## src/rtl/alu_share_arbiter_pkg.sv

```systemverilog
// rtl/alu_share_arbiter_pkg.sv - shared types and defaults for the two-way ALU share arbiter
package alu_share_arbiter_pkg;

    localparam int DATA_WIDTH_DEF = 32;

    typedef enum logic [1:0] {
        ST_IDLE = 2'd0,
        ST_EXEC = 2'd1,
        ST_RESP = 2'd2
    } state_t;

endpackage

```

## src/rtl/alu_share_arbiter_if.sv

```systemverilog
// rtl/alu_share_arbiter_if.sv - requester, shared-ALU and response signal bundle
interface alu_share_arbiter_if #(
    parameter int DATA_WIDTH = alu_share_arbiter_pkg::DATA_WIDTH_DEF
);
    logic                  req0_valid_i;
    logic                  req0_ready_o;
    logic                  req0_funct7_i;
    logic [2:0]            req0_alu_op_i;
    logic [2:0]            req0_funct3_i;
    logic [DATA_WIDTH-1:0] req0_a_i;
    logic [DATA_WIDTH-1:0] req0_b_i;

    logic                  req1_valid_i;
    logic                  req1_ready_o;
    logic                  req1_funct7_i;
    logic [2:0]            req1_alu_op_i;
    logic [2:0]            req1_funct3_i;
    logic [DATA_WIDTH-1:0] req1_a_i;
    logic [DATA_WIDTH-1:0] req1_b_i;

    logic                  alu_funct7_o;
    logic [2:0]            alu_op_o;
    logic [2:0]            alu_funct3_o;
    logic [DATA_WIDTH-1:0] alu_a_o;
    logic [DATA_WIDTH-1:0] alu_b_o;
    logic [DATA_WIDTH-1:0] alu_result_i;

    logic                  rsp_valid_o;
    logic                  rsp_ready_i;
    logic                  rsp_id_o;
    logic [DATA_WIDTH-1:0] rsp_data_o;
    logic                  busy_o;

    modport slave (
        input  req0_valid_i, req0_funct7_i, req0_alu_op_i, req0_funct3_i, req0_a_i, req0_b_i,
        input  req1_valid_i, req1_funct7_i, req1_alu_op_i, req1_funct3_i, req1_a_i, req1_b_i,
        input  alu_result_i, rsp_ready_i,
        output req0_ready_o, req1_ready_o,
        output alu_funct7_o, alu_op_o, alu_funct3_o, alu_a_o, alu_b_o,
        output rsp_valid_o, rsp_id_o, rsp_data_o, busy_o
    );

    modport master (
        output req0_valid_i, req0_funct7_i, req0_alu_op_i, req0_funct3_i, req0_a_i, req0_b_i,
        output req1_valid_i, req1_funct7_i, req1_alu_op_i, req1_funct3_i, req1_a_i, req1_b_i,
        output alu_result_i, rsp_ready_i,
        input  req0_ready_o, req1_ready_o,
        input  alu_funct7_o, alu_op_o, alu_funct3_o, alu_a_o, alu_b_o,
        input  rsp_valid_o, rsp_id_o, rsp_data_o, busy_o
    );
endinterface

```

## src/rtl/alu_share_arbiter_rr_grant2.sv

```systemverilog
// rtl/alu_share_arbiter_rr_grant2.sv - two-way round-robin grant, one-hot output
module rr_grant2 (
    input  logic [1:0] i_valid,
    input  logic       i_last,
    output logic [1:0] o_grant
);
    // Under contention the requester that was not granted last wins.
    assign o_grant[0] = i_valid[0] & (~i_valid[1] | i_last);
    assign o_grant[1] = i_valid[1] & (~i_valid[0] | ~i_last);
endmodule

```

## src/rtl/alu_share_arbiter.sv

```systemverilog
// rtl/alu_share_arbiter.sv - shares one combinational ALU between two requesters
module alu_share_arbiter
    import alu_share_arbiter_pkg::*;
#(
    parameter int DATA_WIDTH = DATA_WIDTH_DEF
) (
    input  logic               clk,
    input  logic               reset,
    alu_share_arbiter_if.slave bus
);
    state_t                r_state;
    state_t                w_next;
    logic                  r_last;
    logic [1:0]            w_valid;
    logic [1:0]            w_grant;
    logic                  w_xfer;
    logic                  w_sel;

    logic                  r_funct7;
    logic [2:0]            r_op;
    logic [2:0]            r_funct3;
    logic [DATA_WIDTH-1:0] r_a;
    logic [DATA_WIDTH-1:0] r_b;
    logic                  r_id;
    logic                  r_rsp_id;
    logic [DATA_WIDTH-1:0] r_rsp_data;

    assign w_valid = {bus.req1_valid_i, bus.req0_valid_i};

    rr_grant2 u_grant (
        .i_valid (w_valid),
        .i_last  (r_last),
        .o_grant (w_grant)
    );

    assign w_xfer = (r_state == ST_IDLE) && (|w_grant);
    assign w_sel  = w_grant[1];

    always_ff @(posedge clk or negedge reset) begin
        if (!reset) r_state <= ST_IDLE;
        else        r_state <= w_next;
    end

    always_comb begin
        w_next           = r_state;
        bus.req0_ready_o = 1'b0;
        bus.req1_ready_o = 1'b0;
        bus.alu_funct7_o = 1'b0;
        bus.alu_op_o     = 3'd0;
        bus.alu_funct3_o = 3'd0;
        bus.alu_a_o      = '0;
        bus.alu_b_o      = '0;
        case (r_state)
            ST_IDLE: begin
                bus.req0_ready_o = w_grant[0];
                bus.req1_ready_o = w_grant[1];
                if (w_xfer) w_next = ST_EXEC;
            end
            ST_EXEC: begin
                bus.alu_funct7_o = r_funct7;
                bus.alu_op_o     = r_op;
                bus.alu_funct3_o = r_funct3;
                bus.alu_a_o      = r_a;
                bus.alu_b_o      = r_b;
                w_next           = ST_RESP;
            end
            ST_RESP: begin
                if (bus.rsp_ready_i) w_next = ST_IDLE;
            end
            default: w_next = ST_IDLE;
        endcase
    end

    // Capture on transfer; the ALU result is registered on the single EXEC cycle.
    always_ff @(posedge clk or negedge reset) begin
        if (!reset) begin
            r_last     <= 1'b1;
            r_funct7   <= 1'b0;
            r_op       <= 3'd0;
            r_funct3   <= 3'd0;
            r_a        <= '0;
            r_b        <= '0;
            r_id       <= 1'b0;
            r_rsp_id   <= 1'b0;
            r_rsp_data <= '0;
        end else begin
            if (w_xfer) begin
                r_last   <= w_sel;
                r_id     <= w_sel;
                r_funct7 <= w_sel ? bus.req1_funct7_i : bus.req0_funct7_i;
                r_op     <= w_sel ? bus.req1_alu_op_i : bus.req0_alu_op_i;
                r_funct3 <= w_sel ? bus.req1_funct3_i : bus.req0_funct3_i;
                r_a      <= w_sel ? bus.req1_a_i      : bus.req0_a_i;
                r_b      <= w_sel ? bus.req1_b_i      : bus.req0_b_i;
            end
            if (r_state == ST_EXEC) begin
                r_rsp_data <= bus.alu_result_i;
                r_rsp_id   <= r_id;
            end
        end
    end

    assign bus.rsp_valid_o = (r_state == ST_RESP);
    assign bus.busy_o      = (r_state != ST_IDLE);
    assign bus.rsp_id_o    = r_rsp_id;
    assign bus.rsp_data_o  = r_rsp_data;

endmodule

```

## src/flat_wrapper.sv

```systemverilog
// flat-port wrapper written by rule: the top's interface ports become plain ports
module alu_share_arbiter_flat import alu_share_arbiter_pkg::*;
#(
    parameter int DATA_WIDTH = DATA_WIDTH_DEF
)
  (clk, reset, bus_req0_valid_i, bus_req0_funct7_i, bus_req0_alu_op_i, bus_req0_funct3_i, bus_req0_a_i, bus_req0_b_i, bus_req1_valid_i, bus_req1_funct7_i, bus_req1_alu_op_i, bus_req1_funct3_i, bus_req1_a_i, bus_req1_b_i, bus_alu_result_i, bus_rsp_ready_i, bus_req0_ready_o, bus_req1_ready_o, bus_alu_funct7_o, bus_alu_op_o, bus_alu_funct3_o, bus_alu_a_o, bus_alu_b_o, bus_rsp_valid_o, bus_rsp_id_o, bus_rsp_data_o, bus_busy_o);
  alu_share_arbiter_if #(.DATA_WIDTH(DATA_WIDTH)) bus_i ();
  input  logic clk;
  input  logic reset;
  input wire logic [$bits(bus_i.req0_valid_i)-1:0] bus_req0_valid_i;
  input wire logic [$bits(bus_i.req0_funct7_i)-1:0] bus_req0_funct7_i;
  input wire logic [$bits(bus_i.req0_alu_op_i)-1:0] bus_req0_alu_op_i;
  input wire logic [$bits(bus_i.req0_funct3_i)-1:0] bus_req0_funct3_i;
  input wire logic [$bits(bus_i.req0_a_i)-1:0] bus_req0_a_i;
  input wire logic [$bits(bus_i.req0_b_i)-1:0] bus_req0_b_i;
  input wire logic [$bits(bus_i.req1_valid_i)-1:0] bus_req1_valid_i;
  input wire logic [$bits(bus_i.req1_funct7_i)-1:0] bus_req1_funct7_i;
  input wire logic [$bits(bus_i.req1_alu_op_i)-1:0] bus_req1_alu_op_i;
  input wire logic [$bits(bus_i.req1_funct3_i)-1:0] bus_req1_funct3_i;
  input wire logic [$bits(bus_i.req1_a_i)-1:0] bus_req1_a_i;
  input wire logic [$bits(bus_i.req1_b_i)-1:0] bus_req1_b_i;
  input wire logic [$bits(bus_i.alu_result_i)-1:0] bus_alu_result_i;
  input wire logic [$bits(bus_i.rsp_ready_i)-1:0] bus_rsp_ready_i;
  output wire logic [$bits(bus_i.req0_ready_o)-1:0] bus_req0_ready_o;
  output wire logic [$bits(bus_i.req1_ready_o)-1:0] bus_req1_ready_o;
  output wire logic [$bits(bus_i.alu_funct7_o)-1:0] bus_alu_funct7_o;
  output wire logic [$bits(bus_i.alu_op_o)-1:0] bus_alu_op_o;
  output wire logic [$bits(bus_i.alu_funct3_o)-1:0] bus_alu_funct3_o;
  output wire logic [$bits(bus_i.alu_a_o)-1:0] bus_alu_a_o;
  output wire logic [$bits(bus_i.alu_b_o)-1:0] bus_alu_b_o;
  output wire logic [$bits(bus_i.rsp_valid_o)-1:0] bus_rsp_valid_o;
  output wire logic [$bits(bus_i.rsp_id_o)-1:0] bus_rsp_id_o;
  output wire logic [$bits(bus_i.rsp_data_o)-1:0] bus_rsp_data_o;
  output wire logic [$bits(bus_i.busy_o)-1:0] bus_busy_o;
  assign bus_i.req0_valid_i = bus_req0_valid_i;
  assign bus_i.req0_funct7_i = bus_req0_funct7_i;
  assign bus_i.req0_alu_op_i = bus_req0_alu_op_i;
  assign bus_i.req0_funct3_i = bus_req0_funct3_i;
  assign bus_i.req0_a_i = bus_req0_a_i;
  assign bus_i.req0_b_i = bus_req0_b_i;
  assign bus_i.req1_valid_i = bus_req1_valid_i;
  assign bus_i.req1_funct7_i = bus_req1_funct7_i;
  assign bus_i.req1_alu_op_i = bus_req1_alu_op_i;
  assign bus_i.req1_funct3_i = bus_req1_funct3_i;
  assign bus_i.req1_a_i = bus_req1_a_i;
  assign bus_i.req1_b_i = bus_req1_b_i;
  assign bus_i.alu_result_i = bus_alu_result_i;
  assign bus_i.rsp_ready_i = bus_rsp_ready_i;
  assign bus_req0_ready_o = bus_i.req0_ready_o;
  assign bus_req1_ready_o = bus_i.req1_ready_o;
  assign bus_alu_funct7_o = bus_i.alu_funct7_o;
  assign bus_alu_op_o = bus_i.alu_op_o;
  assign bus_alu_funct3_o = bus_i.alu_funct3_o;
  assign bus_alu_a_o = bus_i.alu_a_o;
  assign bus_alu_b_o = bus_i.alu_b_o;
  assign bus_rsp_valid_o = bus_i.rsp_valid_o;
  assign bus_rsp_id_o = bus_i.rsp_id_o;
  assign bus_rsp_data_o = bus_i.rsp_data_o;
  assign bus_busy_o = bus_i.busy_o;
  alu_share_arbiter #(.DATA_WIDTH(DATA_WIDTH)) u_core (.clk(clk), .reset(reset), .bus(bus_i));
endmodule
```

## config.mk

```make
export PLATFORM = sky130hd
export DESIGN_NAME = alu_share_arbiter_flat
export DESIGN_NICKNAME = d
export VERILOG_FILES = /design/src/rtl/alu_share_arbiter_pkg.sv /design/src/rtl/alu_share_arbiter_if.sv /design/src/rtl/alu_share_arbiter_rr_grant2.sv /design/src/rtl/alu_share_arbiter.sv /design/src/flat_wrapper.sv
export SDC_FILE = /design/constraint.sdc
export NUM_CORES = 1
export LEC_CHECK = 0
export ABC_AREA = 1
export BUFFER_PORTS_ARGS = -buffer_cell sky130_fd_sc_hd__buf_2
export CELL_PAD_IN_SITES_DETAIL_PLACEMENT = 2
export CELL_PAD_IN_SITES_GLOBAL_PLACEMENT = 2
export CORE_ASPECT_RATIO = 1.75
export CORE_MARGIN = 3
export CORE_UTILIZATION = 23
export DETAILED_ROUTE_END_ITERATION = 8
export GPL_ROUTABILITY_DRIVEN = 0
export PLACE_DENSITY_LB_ADDON = 0.05
export SLEW_MARGIN = 5
export SYNTH_ARGS = -nofsm -noshare
export SYNTH_HDL_FRONTEND = slang
export SYNTH_SLANG_ARGS = --single-unit
export TNS_END_PERCENT = 100
```

## constraint.sdc

```tcl
create_clock -name clk -period 1.44 [get_ports clk]
set_clock_uncertainty 0.05 [all_clocks]
set_input_delay 0.072 -clock clk [delete_from_list [all_inputs] [get_ports clk]]
set_output_delay 0.072 -clock clk [all_outputs]
set_load 0.01 [all_outputs]
```

==> impl_metrics.toml, run 1 <==
[sta]
rsz0062_at_grt = "true"
worst_slew_margin_rel_pct = 71.3
post-route-min-period_ps = 1660
worst_hold_slack_ps = 14.5
finalHoldViolCount = 0
maxSlewViolCount = 0
layout_setup_ws_ps = -222
clock.fmax_mhz = 602
fraction_of_the_cycle_the_final_worst_path_needs_pct = 115
tightestPinTransition_ps = 430
setup_viol = 146

[global_routing]
all_layer_gr_usage_pct = 23.3
gr-usage-met2_pct = 44.3
groute.layer.met1.usage_pct = 25.9
grt_busiest_layer = "met2"
grt_pass1_vias = 8666
number_of_antenna_violations_at_the_first_check_in_global_routing = 2
pin_count_of_the_biggest_net_entering_global_routing = 35
grt_util_met3_pct = 3.92
globalRouteOverflowTotal = 0
grt_pass1_wl_mm = 49.3

[pwr]
powerDensity_nw_per_um2 = 1810
totalPowerFinal_uw = 21900
total_leakage_power_uw = 0.00652
vdd_ir_drop_max_mv = 0.787

[cts]
cts_root_buffer = "clkbuf_16"
clk_pin_slew_worst_paths_ps = 80
clock_insertion_delay_worst_skew_ps = 360
tritoncts = "built"
cts.path.max_buffers = 2
cts-htree-levels = 3
number_of_clock_buffers_inserted_by_tritoncts = 9
clkSinkCount = 108

[critical_path]
worst_ep_required_time_ps = 1690
critical_path_peak_fanout = 7
critical_path_arrival_ps = 1910
crit_path_start_kind = "flop"
r2r_start = "u_core.r_last"
critical_path.endpoint_type = "flop"
worst-setup-path-type = "flop to flop"
timing.critical_path.from = "u_core.r_last"

[run_status]
outcome = "finished, violations left"
violations = "negative setup slack"

[synth]
synth-seq-cells = 108
synth_warnings = 0
synth_fp_nets = 1032
synthDistinctLibCells = 17
synth-seq-area-share_pct = 46.6
syn_avg_cell_area_um2 = 6.80
mappedNetlistArea_um2 = 5800
postSynthCellCount = 853

[flow_run]
drv.max_cap_violation_count = 0

[layout]
share_of_layout_cells_above_drive_strength_1_pct = 51.4
layout-area-overhead-vs-synth_pct = 108
num-nets-final = 1506

[route]
detailedRoute.firstPassIterationCount = 4
drcViolationCount = 0
dr.first_iter.drc_count = 274
drt-wirelength-per-cell_um = 21.5
routed_via_density = 4.63
wirelength_mm = 35.4
ant_nets = 0
via_count = 7610

[floorplanning]
num_io_pins = 287
core_area_um2 = 24700
dieWidth_um = 126
start_util_pct = 23.5
full_die_area_um2 = 27200
die-height_um = 216
rows = 76

[min_path]
timing.hold.worst.class = "input pin to flop"
worstHoldStart = "bus_req1_a_i[17]"

[place]
detailedPlacementHpwl_mm = 18.1
place.port_buffers = 286
report_power, final:
group | internal, uW | leakage, uW | total [uW] | switching (uW)
sequential | 4470 | 0.00135 | 5400 | 939
combinational | 6370 | 0.00503 | 14000 | 7650
clock | 1300 | 0.000140 | 2490 | 1200
total | 12100 | 0.00652 | 21900 | 9790
registers in the layout, summed over array words and instances, names as in the netlist:
name / count
u_core.r_b: 32
u_core.r_last: 1
u_core.r_op: 3
u_core.r_funct7: 1
u_core.bus.rsp_data_o: 32
u_core.r_a: 32
u_core.bus.rsp_id_o: 1
u_core.r_funct3: 3
u_core.r_state: 2
u_core.r_id: 1
per-stage QoR:
| step | setup WS (ps) | utilization, % | TNS, ps | instance area [um2] | instances |
|---|---|---|---|---|---|
| floorplan | 172 | - | 0 | 5800 | 853 |
| global placement | 14.3 | 31.1 | 0 | 7680 | 1423 |
| detailed placement | -25.9 | 31.1 | -142 | 7680 | 1423 |
| CTS | -194 | 44.3 | -20280 | 11000 | 1636 |
| global route | -283 | 48.9 | -27980 | 12100 | 1643 |
| finish | -222 | 48.9 | -18490 | 12100 | 1643 |
worst max-delay path, cell delays in order, from the launching register on:
cell	delay [ps]
dfstp_2	540
buf_6	120
nand2_8	50
buf_12	140
nand2_8	130
buf_12	150
buf_16	150
nand2_2	60
nand2_1	70
nand2_1	60
nand2_1	70
cell families after synthesis:
| kind of cell | after synthesis | synth area share (%) |
|---|---|---|
| flops | 108 | 46.6 |
| simple gates | 611 | 42.9 |
| buf+inv | 133 | 10.4 |
| compound gates | 1 | 0.0862 |
area by class of cell:
| cell class | instances | area, um2 |
|---|---|---|
| Multi-Input combinational cell | 613 | 3810 |
| Inverter | 79 | 302 |
| Timing Repair Buffer | 516 | 4600 |
| Clock buffer | 12 | 267 |
| Clock inverter | 2 | 10.0 |
| Sequential cell | 108 | 2710 |
| Tap cell | 312 | 390 |
| Fill cell | 2683 | 12600 |
| Antenna cell | 1 | 2.50 |
final timing paths:
kind / endpoint / slack [ps] / cells after the start
setup / recovery: u_core.r_a[10] / -220 / 10
hold / removal: u_core.r_a[17] / 10 / 5
setup reg to reg: u_core.r_a[10] / -220 / 10
hold reg to reg: u_core.bus.rsp_data_o[31] / 420 / 2
max in group asynchronous: u_core.r_last / 720 / 3
min in group asynchronous: u_core.bus.rsp_data_o[13] / 110 / 2
timing repair:
item / CTS / global route
pin swaps: 27 / 111
endpoints found under the setup margin: 145 / 159
gates resized for setup: 144 / 340
setup buffers: 28 / 11
hold buffers: 145 / 0
endpoints found under the hold margin: 204 / 0
cloned: 27 / 11
cell usage in the layout (no fill, tap or decap):
cell / count
buf_4: 20
buf_6: 25
dlygate4sd3_1: 145
inv_2: 3
o21ai_0: 1
diode_2: 1
inv_4: 2
nor2_8: 1
buf_16: 16
nand2_8: 6
buf_2: 263
nand2_1: 216
nor2_4: 4
nand3_2: 28
dfstp_2: 1
nor2_2: 34
clkbuf_8: 3
buf_12: 33
nand2_2: 134
clkinv_2: 2
inv_1: 74
clkbuf_16: 18
nand3_4: 8
nand2_4: 76
nor2_1: 34
buf_8: 5
nand3_1: 71
dfrtp_1: 105
dfrtp_2: 2
per-layer routing:
layer	wire, um	vias up
li1	-	3522
met5	7	-
met3	1410	56
met1	12700	3806
met2	20100	224
met4	1210	2
cell usage after synthesis:
master / n / area, um2
clkbuf_1: 3 / 11.3
nand2_2: 3 / 18.8
inv_1: 77 / 289
o21ai_0: 1 / 5.00
buf_1: 3 / 11.3
nand3_1: 105 / 526
inv_2: 2 / 7.51
nand3_4: 2 / 35.0
buf_4: 15 / 113
nor2_1: 72 / 270
buf_6: 1 / 11.3
nand2_1: 426 / 1600
nand2_4: 2 / 22.5
buf_2: 32 / 160
dfrtp_1: 107 / 2680
nor2_8: 1 / 20.0
dfstp_2: 1 / 26.3
Note: power is estimated with default switching activity, not from simulation.
==> run 2, diff against run 1 <==
--- a/config.mk
+++ b/config.mk
@@ -14,7 +14,7 @@
 export CORE_UTILIZATION = 23
 export DETAILED_ROUTE_END_ITERATION = 8
 export GPL_ROUTABILITY_DRIVEN = 0
-export PLACE_DENSITY_LB_ADDON = 0.05
+export PLACE_DENSITY = 0.91
 export SLEW_MARGIN = 5
 export SYNTH_ARGS = -nofsm -noshare
 export SYNTH_HDL_FRONTEND = slang
==> constraint.sdc (replaced) <==
create_clock -name clk -period 1.8 [get_ports clk]
set_clock_uncertainty 0.05 [all_clocks]
set_input_delay 0.09 -clock clk [delete_from_list [all_inputs] [get_ports clk]]
set_output_delay 0.09 -clock clk [all_outputs]
set_load 0.01 [all_outputs]
==> run 2 against run 1 <==
  * The flow now finishes without violations
  * Routed wire length shrank 14%
  * Via count decreased by 5.8%
  * Worst hold slack gained 2.8 ps
  * Critical path depth fell by 5
  * Combinational power decreased by 54%
  * Utilization fell by 12 points
  * Sequential share of layout area rose by 7.6 points
  * Largest power group unchanged
==> impl_metrics.toml, run 2 (synthesis results as in run 1) <==
[sta]
fraction_of_the_cycle_the_final_worst_path_needs_pct = 97.4
worst_slew_margin_rel_pct = 72.6
finalHoldViolCount = 0
fin_tns_setup_ps = 0
setup_viol = 0
maxSlewViolCount = 0
rsz0062_at_grt = "true"
tightestPinTransition_ps = 411
post-route-min-period_ps = 1750
clock.fmax_mhz = 570

[cts]
tritoncts = "built"
number_of_clock_buffers_inserted_by_tritoncts = 9
post-cts-setup-buffer-count = 0
cts-htree-levels = 3
cts.path.max_buffers = 2
clock_insertion_delay_worst_skew_ps = 360
clk_pin_slew_worst_paths_ps = 70
cts_root_buffer = "clkbuf_16"
clkSinkCount = 108

[floorplanning]
rows = 76
die-height_um = 216
start_util_pct = 23.5
full_die_area_um2 = 27200
core_area_um2 = 24700
dieWidth_um = 126
num_io_pins = 287

[route]
wirelength_mm = 30.6
drcViolationCount = 0
detailedRoute.firstPassIterationCount = 5
dr.first_iter.drc_count = 281
drt-wirelength-per-cell_um = 19.8
routed_via_density = 4.65
via_count = 7170
ant_nets = 0

[flow_run]
drv.max_cap_violation_count = 0

[critical_path]
critical_path_peak_fanout = 40
worst-setup-path-type = "flop to primary output"
worst_ep_required_time_ps = 1660
worst-path-buf-inv = 3
timing.critical_path.slowest_cell_delay_ps = 450
crit_path_start_kind = "flop"
critical-path-slowest-cell = "dfrtp_2"
cpLargestDelayFamily = "buffers and inverters"
critical_path.endpoint_type = "primary output"
critical_path_arrival_ps = 1610
cp_cell_sequence = "inv_2 -> nand2_8 -> buf_12 -> nor2_1 -> buf_2"

[pwr]
power.clock.fraction_pct = 17.6
vdd_ir_drop_max_mv = 0.542
p_seq_share_pct = 32.9
internal_power_uw = 7140
p_sw_uw = 5880
total_leakage_power_uw = 0.00528
powerDensity_nw_per_um2 = 1440
p_comb_share_pct = 49.5
p_sw_share_pct = 45.2

[global_routing]
number_of_antenna_violations_at_the_first_check_in_global_routing = 9
globalRouteOverflowTotal = 0
pin_count_of_the_biggest_net_entering_global_routing = 56
all_layer_gr_usage_pct = 22.0
grt_pass1_wl_mm = 47.3
grt_pass1_vias = 8426

[min_path]
timing.hold.worst.class = "input pin to flop"

[place]
detailedPlacementHpwl_mm = 18.1
placed_instance_count = 1415
place.port_buffers = 286

[layout]
share_of_layout_cells_above_drive_strength_1_pct = 27.7
fin_util_pct = 36.5
fill_cells = 2889
layout-area-overhead-vs-synth_pct = 55.6
mostFrequentLayoutCell = "nand2_1"
finish.cell_count_without_fillers = 1543
multi_input_area_um2 = 2520
num-nets-final = 1395
layout_common_cells = "426 x nand2_1, 285 x buf_2, 105 x nand3_1, 105 x dfrtp_1, 102 x dlygate4sd3_1"
register_area_um2 = 2710

[run_status]
outcome = "completed"
-- run 2: metal layers --
metal | global-route usage [%] | vias up | part of all wire [%]
met2 | 41.0 | 242 | 55
met3 | 3.38 | 96 | 3.7
li1 | - | 3284 | -
met4 | 13.2 | 2 | 6.1
met1 | 22.8 | 3546 | 36
met5 | 0 | - | 0.065
-- run 2: area by class of cell --
| class | count | area share, % |
|---|---|---|
| repair buffers | 406 | 30.4 |
| flip-flops and latches | 108 | 30.0 |
| multi-input cells | 612 | 28.0 |
| well taps | 312 | 4.32 |
| inverters | 79 | 3.28 |
| clock buffers | 13 | 2.99 |
| clock inverters | 3 | 0.748 |
| diodes | 10 | 0.277 |
-- run 2: final timing paths --
kind	start	end	slack, ps	cells after the start
max in group asynchronous	reset	u_core.r_last	1150	3
min in group asynchronous	reset	u_core.bus.rsp_data_o[10]	230	3
worst min register to register	u_core.bus.rsp_data_o[6]	u_core.bus.rsp_data_o[6]	420	2
worst min-delay path	bus_req1_b_i[9]	u_core.r_b[9]	20	5
worst max-delay path	u_core.r_state[1]	bus_alu_b_o[17]	50	5
worst max register to register	u_core.r_last	u_core.r_funct3[1]	210	7
-- run 2: power groups by stage --
stage	sequential [uW]	clock [uW]	combinational, uW
after floorplan	4260	0	3460
after global placement	4170	0	5700
after detailed placement	4240	0	6010
after CTS	4210	2380	6230
after global routing	4430	2450	7200
final	4280	2280	6450
-- run 2: timing repair --
| item | CTS | global route |
|---|---|---|
| hold buffers | 102 | 0 |
| endpoints found under the hold margin | 196 | 0 |
| setup endpoints to repair | 4 | 9 |
| resized for setup | 3 | 8 |
| cloned | 0 | 0 |
-- run 2: metrics by stage --
stage	power [uW]	cell area [um2]	worst slack [ps]	hold slack, ps
finish	13000	9030	47.0	17.3
CTS	12800	8980	28.7	0.447
global route	14100	9020	-16.4	25.1
floorplan	7710	5800	532	-256
detailed placement	10200	7610	314	75.4
global placement	9870	7610	393	75.5
-- run 2: tightest hold or removal path, delay by kind of cell --
kind / cells / cell delay [ps]
AND/OR/NAND/NOR: 4 / 230
buffers and inverters: 1 / 70
==> run 3, diff against run 2 <==
--- a/config.mk
+++ b/config.mk
@@ -7,15 +7,13 @@
 export LEC_CHECK = 0
 export ABC_AREA = 1
 export BUFFER_PORTS_ARGS = -buffer_cell sky130_fd_sc_hd__buf_2
-export CELL_PAD_IN_SITES_DETAIL_PLACEMENT = 2
-export CELL_PAD_IN_SITES_GLOBAL_PLACEMENT = 2
 export CORE_ASPECT_RATIO = 1.75
 export CORE_MARGIN = 3
-export CORE_UTILIZATION = 23
+export CORE_UTILIZATION = 30
 export DETAILED_ROUTE_END_ITERATION = 8
 export GPL_ROUTABILITY_DRIVEN = 0
-export PLACE_DENSITY = 0.91
-export SLEW_MARGIN = 5
+export PLACE_DENSITY = 0.67
+export SLEW_MARGIN = 30
 export SYNTH_ARGS = -nofsm -noshare
 export SYNTH_HDL_FRONTEND = slang
 export SYNTH_SLANG_ARGS = --single-unit
==> run 3 against run 2 <==
  * Worst setup slack improved by 36 ps
  * Die area fell by 23%
  * Highest routed layer is now met4
  * Count of clock-buffer cells in the layout decreased by 4
  * Clock power decreased by 9.6%
==> impl_metrics.toml, run 3 (synthesis results as in run 1) <==
[pwr]
internal_power_uw = 6740
p_sw_uw = 5110
p_sw_share_pct = 43.2
powerDensity_nw_per_um2 = 1370
total_leakage_power_uw = 0.00519
p_seq_share_pct = 35.2
p_comb_share_pct = 47.4
vdd_ir_drop_max_mv = 0.848
power.clock.fraction_pct = 17.4

[route]
via_count = 6488
routed_via_density = 4.48
drt-wirelength-per-cell_um = 13.7
ant_nets = 0
wirelength_mm = 19.8
dr.first_iter.drc_count = 294
detailedRoute.firstPassIterationCount = 4
drcViolationCount = 0

[floorplanning]
num_io_pins = 287
full_die_area_um2 = 21100
rows = 66
die-height_um = 190
start_util_pct = 30.8
core_area_um2 = 18800
dieWidth_um = 111

[global_routing]
globalRouteOverflowTotal = 0
grt_pass1_vias = 6723
grt_pass1_wl_mm = 32.2
all_layer_gr_usage_pct = 18.6
number_of_antenna_violations_at_the_first_check_in_global_routing = 0
pin_count_of_the_biggest_net_entering_global_routing = 78

[critical_path]
r2r_start = "u_core.r_last"
timing.critical_path.from = "u_core.r_state[1]"
critical-path-slowest-cell = "dfrtp_1"
critical_path_peak_fanout = 28
worst-setup-path-type = "flop to primary output"
critical_path_arrival_ps = 1580
worst-path-buf-inv = 3
cp_cell_sequence = "inv_2 -> nand2_4 -> buf_4 -> nor2_1 -> buf_2"
crit_path_start_kind = "flop"
timing.critical_path.slowest_cell_delay_ps = 460
critical_path.endpoint_type = "primary output"
worst_ep_required_time_ps = 1660
cpLargestDelayFamily = "buffers and inverters"

[cts]
clkSinkCount = 108
number_of_clock_buffers_inserted_by_tritoncts = 9
cts_root_buffer = "clkbuf_16"
clock_insertion_delay_worst_skew_ps = 340
tritoncts = "built"
clk_pin_slew_worst_paths_ps = 70
post-cts-setup-buffer-count = 0
cts.path.max_buffers = 2
cts-htree-levels = 3

[sta]
clock.fmax_mhz = 582
tightestPinTransition_ps = 560
setup_viol = 0
finalHoldViolCount = 0
fraction_of_the_cycle_the_final_worst_path_needs_pct = 95.4
worst_slew_margin_rel_pct = 62.6
rsz0062_at_grt = "false"
worst_hold_slack_ps = 4.54
fin_tns_setup_ps = 0
maxSlewViolCount = 0
post-route-min-period_ps = 1720

[layout]
stdcell_area_um2 = 8680
num-nets-final = 1384
layout_common_cells = "426 x nand2_1, 285 x buf_2, 107 x dfrtp_1, 105 x nand3_1, 93 x dlygate4sd3_1"
layout-area-overhead-vs-synth_pct = 49.5
share_of_layout_cells_above_drive_strength_1_pct = 27.3
mostFrequentLayoutCell = "nand2_1"
diodes = 0

[place]
detailed_place.area_um2 = 7430
detailedPlacementHpwl_mm = 13.4
place.port_buffers = 286

[min_path]
timing.hold.worst.class = "input pin to flop"
worstHoldStart = "bus_req0_funct3_i[1]"

[flow_run]
drv.max_cap_violation_count = 0

[run_status]
outcome = "completed"
==> run 3: area by class of cell <==
class	instances	area (um2)
clock inverters	7	82.6
repair buffers	395	2570
flip-flops and latches	108	2700
clock buffers	9	225
fillers	1934	10200
inverters	79	297
well taps	238	298
multi-input cells	612	2500
==> run 3: final timing paths <==
kind / end / slack (ps) / cells past startpoint
max in group asynchronous: u_core.r_last / 980 / 3
max reg2reg: u_core.r_b[16] / 240 / 6
min in group asynchronous: u_core.r_b[7] / 150 / 2
min: u_core.r_funct3[1] / 5 / 5
max: bus_alu_a_o[1] / 80 / 5
min reg2reg: u_core.bus.rsp_data_o[13] / 420 / 2
==> run 3: routing by layer <==
metal	vias up	share of wire (%)	global-route usage (%)
met4	0	1.9	6.60
met3	23	4.1	2.26
li1	3258	-	-
met1	2983	39	20.5
met2	224	55	36.2
met5	-	0	0
==> run 3: stage by stage <==
step | util [%] | std cells | total power [uW] | setup slack, ps
floorplan | - | 853 | 7710 | 532
global placement | 39.5 | 1339 | 9580 | 328
detailed placement | 39.5 | 1339 | 9710 | 263
CTS | 46.0 | 1448 | 12000 | 48.7
global route | 46.1 | 1448 | 13000 | 0.00799
finish | 46.1 | 1448 | 11800 | 83.2
==> run 3: power by group through the flow <==
stage / clock [uW] / sequential (uW) / combinational, uW
global route: 2240 / 4330 / 6440
CTS: 2160 / 4160 / 5690
global placement: 0 / 4170 / 5410
finish: 2060 / 4170 / 5620
floorplan: 0 / 4260 / 3460
detailed placement: 0 / 4190 / 5530
==> run 3: what timing repair did <==
action	4_1_cts	5_1_grt
endpoints found under the hold margin	194	0
resized for setup	0	2
setup endpoints to repair	0	1
hold buffers	93	0
==> run 3: tightest hold or removal path, delay by kind of cell <==
| kind | cells | cell delay, ps |
|---|---|---|
| buffers and inverters | 1 | 80 |
| and+or+nand+nor | 4 | 200 |
